File: src/rtl/bcrypt_host_if_if.sv
// Host-side job stream: inbound job words and outbound result words, each with valid/ready.
interface bcrypt_host_if_if;
   logic [31:0] in_data;
   logic        in_valid;
   logic        in_ready;
   logic [31:0] out_data;
   logic        out_valid;
   logic        out_ready;

   modport master (output in_data, in_valid, out_ready, input in_ready, out_data, out_valid);
   modport slave  (input in_data, in_valid, out_ready, output in_ready, out_data, out_valid);
endinterface

File: src/rtl/bcrypt_host_if.sv
// Host sequencer for the bcrypt loop core: loads P/key/salt/cost and S BRAMs, runs the core,
// then streams P (and optionally S) back out. Owns BRAM port A whenever start is low.
module bcrypt_host_if #(
   parameter int unsigned P_WORDS    = 18,
   parameter int unsigned EXP_WORDS  = 18,
   parameter int unsigned SALT_WORDS = 4,
   parameter int unsigned S_WORDS    = 1024,
   parameter int unsigned RD_LAT     = 2,
   parameter int unsigned UNLOAD_S   = 1
) (
   input  logic            clk,
   input  logic            rst,
   bcrypt_host_if_if.slave host,
   output logic            wea,
   output logic            web,
   output logic [5:0]      addra,
   output logic [5:0]      addrb,
   output logic [31:0]     dina,
   output logic [31:0]     dinb,
   input  logic [31:0]     douta,
   output logic            weaS,
   output logic            webS,
   output logic [9:0]      addraS,
   output logic [9:0]      addrbS,
   output logic [31:0]     dinaS,
   output logic [31:0]     dinbS,
   input  logic [31:0]     doutaS,
   output logic            start,
   input  logic            done,
   output logic            busy,
   output logic [31:0]     cycles
);

   localparam int unsigned K_W    = $clog2(S_WORDS);
   localparam int unsigned P_LAST = P_WORDS + EXP_WORDS + SALT_WORDS;
   localparam int unsigned LAT_W  = $clog2(RD_LAT + 1);

   typedef enum logic [2:0] {
      S_IDLE, S_LOAD_P, S_LOAD_S, S_RUN, S_DRAIN, S_UNLOAD_P, S_UNLOAD_S
   } state_t;

   state_t           r_state, w_state_nxt;
   logic [K_W-1:0]   r_k, w_k_nxt;
   logic [LAT_W-1:0] r_lat, w_lat_nxt;
   logic             r_pend, w_pend_nxt;
   logic             r_in_ready, w_in_ready_nxt;
   logic             r_out_valid, w_out_valid_nxt;
   logic [31:0]      r_out_data, w_out_data_nxt;
   logic             r_start, w_start_nxt;
   logic             r_busy, w_busy_nxt;
   logic [31:0]      r_cycles, w_cycles_nxt;
   logic             w_in_acc, w_out_acc, w_wr_p, w_wr_s, w_last;
   logic [31:0]      w_dout;

   // Next-state and next-output logic; r_k is the load address and also the unload read address.
   always_comb begin
      w_state_nxt     = r_state;
      w_k_nxt         = r_k;
      w_lat_nxt       = r_lat;
      w_pend_nxt      = r_pend;
      w_out_valid_nxt = r_out_valid;
      w_out_data_nxt  = r_out_data;
      w_cycles_nxt    = r_cycles;
      w_wr_p          = 1'b0;
      w_wr_s          = 1'b0;
      w_in_acc        = host.in_valid && r_in_ready && !rst;
      w_out_acc       = r_out_valid && host.out_ready;
      w_last          = (r_state == S_UNLOAD_P) ? (r_k == K_W'(P_WORDS - 1))
                                                : (r_k == K_W'(S_WORDS - 1));
      w_dout          = (r_state == S_UNLOAD_P) ? douta : doutaS;

      case (r_state)
         S_IDLE, S_LOAD_P: begin
            if (w_in_acc) begin
               w_wr_p = 1'b1;
               if (r_k == K_W'(P_LAST)) begin
                  w_state_nxt = S_LOAD_S;
                  w_k_nxt     = '0;
               end else begin
                  w_state_nxt = S_LOAD_P;
                  w_k_nxt     = r_k + K_W'(1);
               end
            end
         end
         S_LOAD_S: begin
            if (w_in_acc) begin
               w_wr_s = 1'b1;
               if (r_k == K_W'(S_WORDS - 1)) begin
                  w_state_nxt  = S_RUN;
                  w_k_nxt      = '0;
                  w_cycles_nxt = '0;
               end else begin
                  w_k_nxt = r_k + K_W'(1);
               end
            end
         end
         S_RUN: begin
            if (r_cycles != '1) w_cycles_nxt = r_cycles + 32'd1;
            if (done) w_state_nxt = S_DRAIN;
         end
         S_DRAIN: begin
            w_state_nxt = S_UNLOAD_P;
            w_k_nxt     = '0;
            w_lat_nxt   = '0;
            w_pend_nxt  = 1'b1;
         end
         S_UNLOAD_P, S_UNLOAD_S: begin
            if (w_out_acc) w_out_valid_nxt = 1'b0;
            if (r_lat != LAT_W'(RD_LAT)) w_lat_nxt = r_lat + LAT_W'(1);
            // Capture once the read has settled and the output slot is free (or freeing now);
            // the next read is issued on the same edge so only one is ever in flight.
            if (r_pend && (r_lat == LAT_W'(RD_LAT)) && (!r_out_valid || host.out_ready)) begin
               w_out_data_nxt  = w_dout;
               w_out_valid_nxt = 1'b1;
               w_pend_nxt      = 1'b0;
               if (!w_last) begin
                  w_k_nxt    = r_k + K_W'(1);
                  w_lat_nxt  = '0;
                  w_pend_nxt = 1'b1;
               end
            end else if (!r_pend && w_last && w_out_acc) begin
               w_k_nxt   = '0;
               w_lat_nxt = '0;
               if ((r_state == S_UNLOAD_P) && (UNLOAD_S != 0)) begin
                  w_state_nxt = S_UNLOAD_S;
                  w_pend_nxt  = 1'b1;
               end else begin
                  w_state_nxt = S_IDLE;
               end
            end
         end
         default: w_state_nxt = S_IDLE;
      endcase

      w_in_ready_nxt = w_state_nxt inside {S_IDLE, S_LOAD_P, S_LOAD_S};
      w_start_nxt    = (w_state_nxt == S_RUN);
      w_busy_nxt     = (w_state_nxt != S_IDLE);
   end

   always_ff @(posedge clk) begin
      if (rst) begin
         r_state     <= S_IDLE;
         r_k         <= '0;
         r_lat       <= '0;
         r_pend      <= 1'b0;
         r_in_ready  <= 1'b0;
         r_out_valid <= 1'b0;
         r_out_data  <= '0;
         r_start     <= 1'b0;
         r_busy      <= 1'b0;
         r_cycles    <= '0;
      end else begin
         r_state     <= w_state_nxt;
         r_k         <= w_k_nxt;
         r_lat       <= w_lat_nxt;
         r_pend      <= w_pend_nxt;
         r_in_ready  <= w_in_ready_nxt;
         r_out_valid <= w_out_valid_nxt;
         r_out_data  <= w_out_data_nxt;
         r_start     <= w_start_nxt;
         r_busy      <= w_busy_nxt;
         r_cycles    <= w_cycles_nxt;
      end
   end

   // Writes land in the accepting cycle so the final S write completes before start rises.
   assign wea    = w_wr_p;
   assign addra  = 6'(r_k);
   assign dina   = w_wr_p ? host.in_data : 32'd0;
   assign weaS   = w_wr_s;
   assign addraS = 10'(r_k);
   assign dinaS  = w_wr_s ? host.in_data : 32'd0;

   assign web    = 1'b0;
   assign addrb  = '0;
   assign dinb   = '0;
   assign webS   = 1'b0;
   assign addrbS = '0;
   assign dinbS  = '0;

   assign host.in_ready  = r_in_ready;
   assign host.out_valid = r_out_valid;
   assign host.out_data  = r_out_data;
   assign start          = r_start;
   assign busy           = r_busy;
   assign cycles         = r_cycles;

endmodule

File: src/flat_wrapper.sv
// flat-port wrapper written by rule: the top's interface ports become plain ports
module bcrypt_host_if_flat 
#(
   parameter int unsigned P_WORDS    = 18,
   parameter int unsigned EXP_WORDS  = 18,
   parameter int unsigned SALT_WORDS = 4,
   parameter int unsigned S_WORDS    = 1024,
   parameter int unsigned RD_LAT     = 2,
   parameter int unsigned UNLOAD_S   = 1
)
  (clk, rst, wea, web, addra, addrb, dina, dinb, douta, weaS, webS, addraS, addrbS, dinaS, dinbS, doutaS, start, done, busy, cycles, host_in_data, host_in_valid, host_out_ready, host_in_ready, host_out_data, host_out_valid);
  bcrypt_host_if_if host_i ();
  input  logic clk;
  input  logic rst;
  output logic wea;
  output logic web;
  output logic [5:0] addra;
  output logic [5:0] addrb;
  output logic [31:0] dina;
  output logic [31:0] dinb;
  input  logic [31:0] douta;
  output logic weaS;
  output logic webS;
  output logic [9:0] addraS;
  output logic [9:0] addrbS;
  output logic [31:0] dinaS;
  output logic [31:0] dinbS;
  input  logic [31:0] doutaS;
  output logic start;
  input  logic done;
  output logic busy;
  output logic [31:0] cycles;
  input wire logic [$bits(host_i.in_data)-1:0] host_in_data;
  input wire logic [$bits(host_i.in_valid)-1:0] host_in_valid;
  input wire logic [$bits(host_i.out_ready)-1:0] host_out_ready;
  output wire logic [$bits(host_i.in_ready)-1:0] host_in_ready;
  output wire logic [$bits(host_i.out_data)-1:0] host_out_data;
  output wire logic [$bits(host_i.out_valid)-1:0] host_out_valid;
  assign host_i.in_data = host_in_data;
  assign host_i.in_valid = host_in_valid;
  assign host_i.out_ready = host_out_ready;
  assign host_in_ready = host_i.in_ready;
  assign host_out_data = host_i.out_data;
  assign host_out_valid = host_i.out_valid;
  bcrypt_host_if #(.P_WORDS(P_WORDS), .EXP_WORDS(EXP_WORDS), .SALT_WORDS(SALT_WORDS), .S_WORDS(S_WORDS), .RD_LAT(RD_LAT), .UNLOAD_S(UNLOAD_S)) u_core (.clk(clk), .rst(rst), .host(host_i), .wea(wea), .web(web), .addra(addra), .addrb(addrb), .dina(dina), .dinb(dinb), .douta(douta), .weaS(weaS), .webS(webS), .addraS(addraS), .addrbS(addrbS), .dinaS(dinaS), .dinbS(dinbS), .doutaS(doutaS), .start(start), .done(done), .busy(busy), .cycles(cycles));
endmodule
File: config.mk
export PLATFORM = sky130hd
export DESIGN_NAME = bcrypt_host_if_flat
export DESIGN_NICKNAME = d
export VERILOG_FILES = /design/src/rtl/bcrypt_host_if_if.sv /design/src/rtl/bcrypt_host_if.sv /design/src/flat_wrapper.sv
export SDC_FILE = /design/constraint.sdc
export NUM_CORES = 1
export LEC_CHECK = 0
export BUFFER_PORTS_ARGS = -buffer_cell sky130_fd_sc_hd__buf_2
export CELL_PAD_IN_SITES_DETAIL_PLACEMENT = 0
export CELL_PAD_IN_SITES_GLOBAL_PLACEMENT = 2
export CORE_ASPECT_RATIO = 1.75
export CORE_UTILIZATION = 24
export DETAILED_ROUTE_END_ITERATION = 12
export HOLD_SLACK_MARGIN = 0.06
export PLACE_DENSITY_LB_ADDON = 0.1
export SLEW_MARGIN = 20
export SYNTH_ARGS = -nofsm -noshare
export SYNTH_HDL_FRONTEND = slang
export SYNTH_SLANG_ARGS = --single-unit
export TNS_END_PERCENT = 1
File: constraint.sdc
create_clock -name clk -period 8.7 [get_ports clk]
set_clock_uncertainty 0.2 [all_clocks]
set_input_delay 1.74 -clock clk [delete_from_list [all_inputs] [get_ports clk]]
set_output_delay 1.74 -clock clk [all_outputs]
set_load 0.02 [all_outputs]
# Word-level counts from Yosys, hierarchy flattened

Index checks and enable logic that the tools add are counted.

Register bits after elaboration: 84
Bits of input ports: 101
Output and inout bits: 232
Word-level logic and storage cells: 101

$add $sub $neg: 3
Equality and inequality tests: 22
Mux-type cells: 40
Reduce and logical (&&, ||, !) cells: 26

Operator list:

| operator                                             | count |
|---|---|
| 2-to-1 mux 32 bit                                    | 6 |
| 2-to-1 mux 10 bit                                    | 7 |
| one-hot mux 32 bit (2 select lines)                  | 1 |
| one-hot mux 10 bit (4 select lines)                  | 1 |
| adder 32 x 1 -> 32 bit, second input constant        | 1 |
| != test 32 bit, second input constant                | 1 |
| 2-to-1 mux 3 bit                                     | 7 |
| one-hot mux 3 bit (5 select lines)                   | 1 |
| equality test 3 x 2 -> 1 bit, second input constant  | 4 |
| adder 10 x 1 -> 10 bit, second input constant        | 1 |
| equality test 10 bit, second input constant          | 1 |
| equality test 10 x 5 -> 1 bit, second input constant | 1 |
| equality test 10 x 6 -> 1 bit, second input constant | 1 |
| 2-to-1 mux 1 bit                                     | 10 |
| 2-to-1 mux 2 bit                                     | 5 |
| equality test 3 bit, second input constant           | 3 |
| != test 2 x 1 -> 1 bit, second input constant        | 4 |
| logical AND 1 bit                                    | 7 |
| equality test 3 x 1 -> 1 bit, second input constant  | 2 |
| logical NOT 3 bit                                    | 2 |
| != test 3 x 1 -> 1 bit, second input constant        | 2 |
| nonzero test 2 bit                                   | 3 |
| nonzero test 3 bit                                   | 2 |
| AND reduction 5 bit                                  | 1 |
| 13 further kinds                                     | 17 |

# Logic depth before layout (Yosys ltp)

Depth in word-level cells: 9
Depth in mapped cells: 9
Mapped depth without buffers: 8

# Worst setup path after synthesis

No wires, ideal clock.

Kind: input to output
Start point: in rst
End point: out dinaS[22]
Arrival time: 3.036 ns
Data required time: 6.760 ns
Path slack: 3.724 ns
Cell stages on the path: 6
Buffers on the path: 2
Cell sequence: and3b_1 -> clkbuf_1 -> nand3_1 -> inv_1 -> clkbuf_1 -> and2_1

Word-level cells in the longest chain between the ends: 5

Ends and longest elaborated chain:

| what               | RTL line              | text |
|---|---|---|
| start: declaration | flat_wrapper.sv:14    | `input logic rst;` |
| logical NOT 1 bit  | bcrypt_host_if.sv:66  | `w_in_acc = host.in_valid && r_in_ready && !rst;` |
| logical AND 1 bit  | bcrypt_host_if.sv:66  |  |
| 2-to-1 mux 1 bit   | bcrypt_host_if.sv:86  | `if (w_in_acc) begin` |
| 2-to-1 mux 1 bit   | bcrypt_host_if.sv:72  | `case (r_state)` |
| named net weaS     | flat_wrapper.sv:22    | `output logic weaS;` |
| 2-to-1 mux 32 bit  | bcrypt_host_if.sv:172 | `assign dinaS = w_wr_s ? host.in_data : 32'd0;` |
| end: declaration   | flat_wrapper.sv:26    | `output logic [31:0] dinaS;` |

The timed path passes the listed nets, and every way through them passes these cells.

# Final worst setup path

Start point: in rst
End point: out dinaS[26]

Word-level cells in the longest chain between the ends: 5

Ends and longest elaborated chain:

| what              | RTL line |
|---|---|
| logical NOT 1 bit | bcrypt_host_if.sv:66 |
| logical AND 1 bit | bcrypt_host_if.sv:66 |
| 2-to-1 mux 1 bit  | bcrypt_host_if.sv:86 |
| 2-to-1 mux 1 bit  | bcrypt_host_if.sv:72 |
| 2-to-1 mux 32 bit | bcrypt_host_if.sv:172 |

No other way between the ends.

==> flow_metrics.py <==
metrics = {
    "placed_design": {
        "placed_area_mm2": 0.006414,
        "routabilityCongestion": 0.7412,
        "hpwl_mm": 12.82,
        "numPortBuffers": 250,
        "post-place-ws_ns": 2.243,
    },
    "detailed_routing": {
        "drc": 0,
        "drtIter0Drc": 170,
        "drt-total-wl_mm": 16.51,
        "vias_per_cell": 4.343,
        "wl_per_cell_um": 14.17,
        "drtPass1Iterations": 4,
        "ant_nets": 0,
        "num_vias": 5060,
    },
    "timing": {
        "fmax_mhz": 160.5,
        "slew_viol_final": 0,
        "hold_viol": 0,
        "grt_setup_unrepaired": "no",
        "fin_tns_setup_ns": 0,
        "layout_setup_ws_ns": 2.469,
        "report.final.setup_viol": 0,
        "hold_slack_ns": 0.2967,
        "relSlewSlack_pct": 32.75,
        "worst_slew_pin_slew_ns": 0.9960,
        "min_period_ns": 6.231,
        "post-route-period-util_pct": 71.62,
    },
    "die": {
        "die_w_um": 113.9,
        "num_rows": 71,
        "die_h_um": 197.8,
        "die_area_mm2": 0.02253,
        "io_pins": 333,
        "initial_core_util_pct": 24.46,
        "core_mm2": 0.02150,
    },
    "synthesis": {
        "synth-seq-area-share_pct": 31.98,
        "syn_inst": 650,
        "ys_top_cells_by_area": "dfxtp_1 (32%), buf_4 (13%), mux2i_1 (6.1%)",
        "synth_area_mm2": 0.005258,
        "yosys.area.top_type": "dfxtp_1",
        "yosysUniqueCellTypes": 55,
        "synth_seq_cells": 84,
        "ys.flop_type": "dfxtp_1",
        "async_flop_share_pct": 0,
        "synth_edf_count": 0,
        "synth.avg_cell_area_um2": 8.089,
        "synth_top_area_share_pct": 31.98,
        "ys_warn_count": 0,
    },
    "clocking": {
        "clk_pin_slew_ns": 0.06,
        "insertion_delay_ns": 0.35,
        "cts_inserted_buffers": 9,
        "cts.sinks": 84,
        "cts_buffer_depth": 2,
        "cts_hold_buf": 0,
        "tritoncts": "built",
        "post_cts_resized": 0,
        "cts_max_level": 3,
        "cts_setup_buffers": 0,
        "root_buffer": "clkbuf_16",
    },
    "critical_path": {
        "worst-path-max-fanout": 58,
        "cp-end-kind": "output port",
        "worstSetupPathType": "input port to output port",
        "critPathLaunchType": "input port",
        "rr_worst_depth": 7,
        "critPathRequiredTime_ns": 6.76,
        "critical_path_arrival_ns": 4.29,
    },
    "power_and_ir_drop": {
        "cellLeakagePower_nw": 3.524,
        "peakVddDrop_uv": 97.33,
        "powerDensity_mw_per_mm2": 146.6,
    },
    "hold_path": {
        "whs_path_depth": 2,
        "hp-class": "register to register",
    },
    "layout": {
        "area_growth_pct": 28.94,
        "postLayoutCoreUtil_pct": 31.53,
        "final_common_cell": "buf_2",
        "layout_common_cells": "buf_2 (249), dfxtp_1 (84), conb_1 (82)",
        "layout-drive-gt1-share_pct": 32.19,
        "final_cell_area_mm2": 0.006779,
        "fin_nets": 976,
        "antennaDiodeCount": 0,
    },
    "job": {
        "drv_cap": 0,
    },
    "grt": {
        "grt_max_degree": 69,
        "gr-usage-met3_pct": 3.398,
        "grt_busiest_layer": "met2",
        "grt-ovfl-total": 0,
        "met2_usage_pct": 27.03,
        "grt_util_met1_pct": 15.51,
        "antenna_found_initial": 1,
        "grt_pass1_vias": 4767,
        "grt.total_usage_pct": 14.41,
        "grt_pass1_wl_mm": 25.40,
    },
    "outcome": {
        "status": "finished clean",
    },
}
-- stage by stage --
step / instances / total power [W]
global placement: 1150 / 0.0005318
floorplan: 731 / 0.0005142
global route: 1165 / 0.001044
detailed placement: 1150 / 0.0005318
finish: 1165 / 0.0009940
CTS: 1165 / 0.001010
-- final timing paths --
kind / startpoint / end / slack, ns
max: rst / dinaS[26] / 2.47
min: u_core.host.out_data[22] / u_core.host.out_data[22] / 0.30
max reg2reg: u_core.addraS[0] / u_core.addraS[9] / 5.43
min reg2reg: u_core.host.out_data[22] / u_core.host.out_data[22] / 0.30
-- registers in the layout, summed over array words and instances (netlist names) --
register / count
u_core.r_pend: 1
u_core.r_lat: 2
u_core.cycles: 32
u_core.r_state: 3
u_core.host.out_valid: 1
u_core.busy: 1
u_core.addraS: 10
u_core.start: 1
u_core.host.out_data: 32
u_core.host.in_ready: 1
-- layer usage --
layer	wire, um	share of wire (%)	vias up
li1	-	-	2543
met1	6444	39	2286
met2	8776	53	207
met3	976	5.9	22
met4	305	1.8	2
met5	10	0.061	-
-- where the power goes --
group / switching (W) / internal [W]
sequential: 0.00000615 / 0.000388
combinational: 0.0000886 / 0.0000402
clock: 0.000162 / 0.000309
total: 0.000256 / 0.000738
-- kinds of logic after synthesis --
family	Yosys count	share of synthesized area (%)
compound gates	82	10.59
xor+xnor	31	5.164
fa+ha+maj	6	1.428
buf+inv	140	16.30
flops	84	31.98
mux	34	6.521
other cells	1	0.07133
simple gates	272	27.94
-- cells in the mapped netlist (all sizes together) (3+ instances only) --
library cell	number
nor4	5
nor3	9
nand3b	4
a211oi	34
xor2	23
o21ai	9
dfxtp	84
ha	6
xnor2	8
and3	44
nor2b	3
a31oi	3
a21oi	19
and2	36
and4	6
inv	12
nand3	27
nand4	16
or3	3
or4	7
buf	90
mux2i	32
clkbuf	38
nor2	76
nand2	23
-- worst max-delay path, stage by stage --
cell	delay, ns
buf_4	0.28
and3b_1	0.95
nand3_1	0.28
inv_1	0.62
and2_1	0.23
buf_2	0.17
-- layout make-up --
cell class                 instances  area [um2]
fill                            2361       14720
multi-input combinational        507        3033
sequential                        84        1682
timing repair buffer             255        1291
tap                              292       365.4
clock buffer                       9       225.2
clock inverter                     6       137.6
inverter                          12       45.04
(Power assumes the default switching activity.)
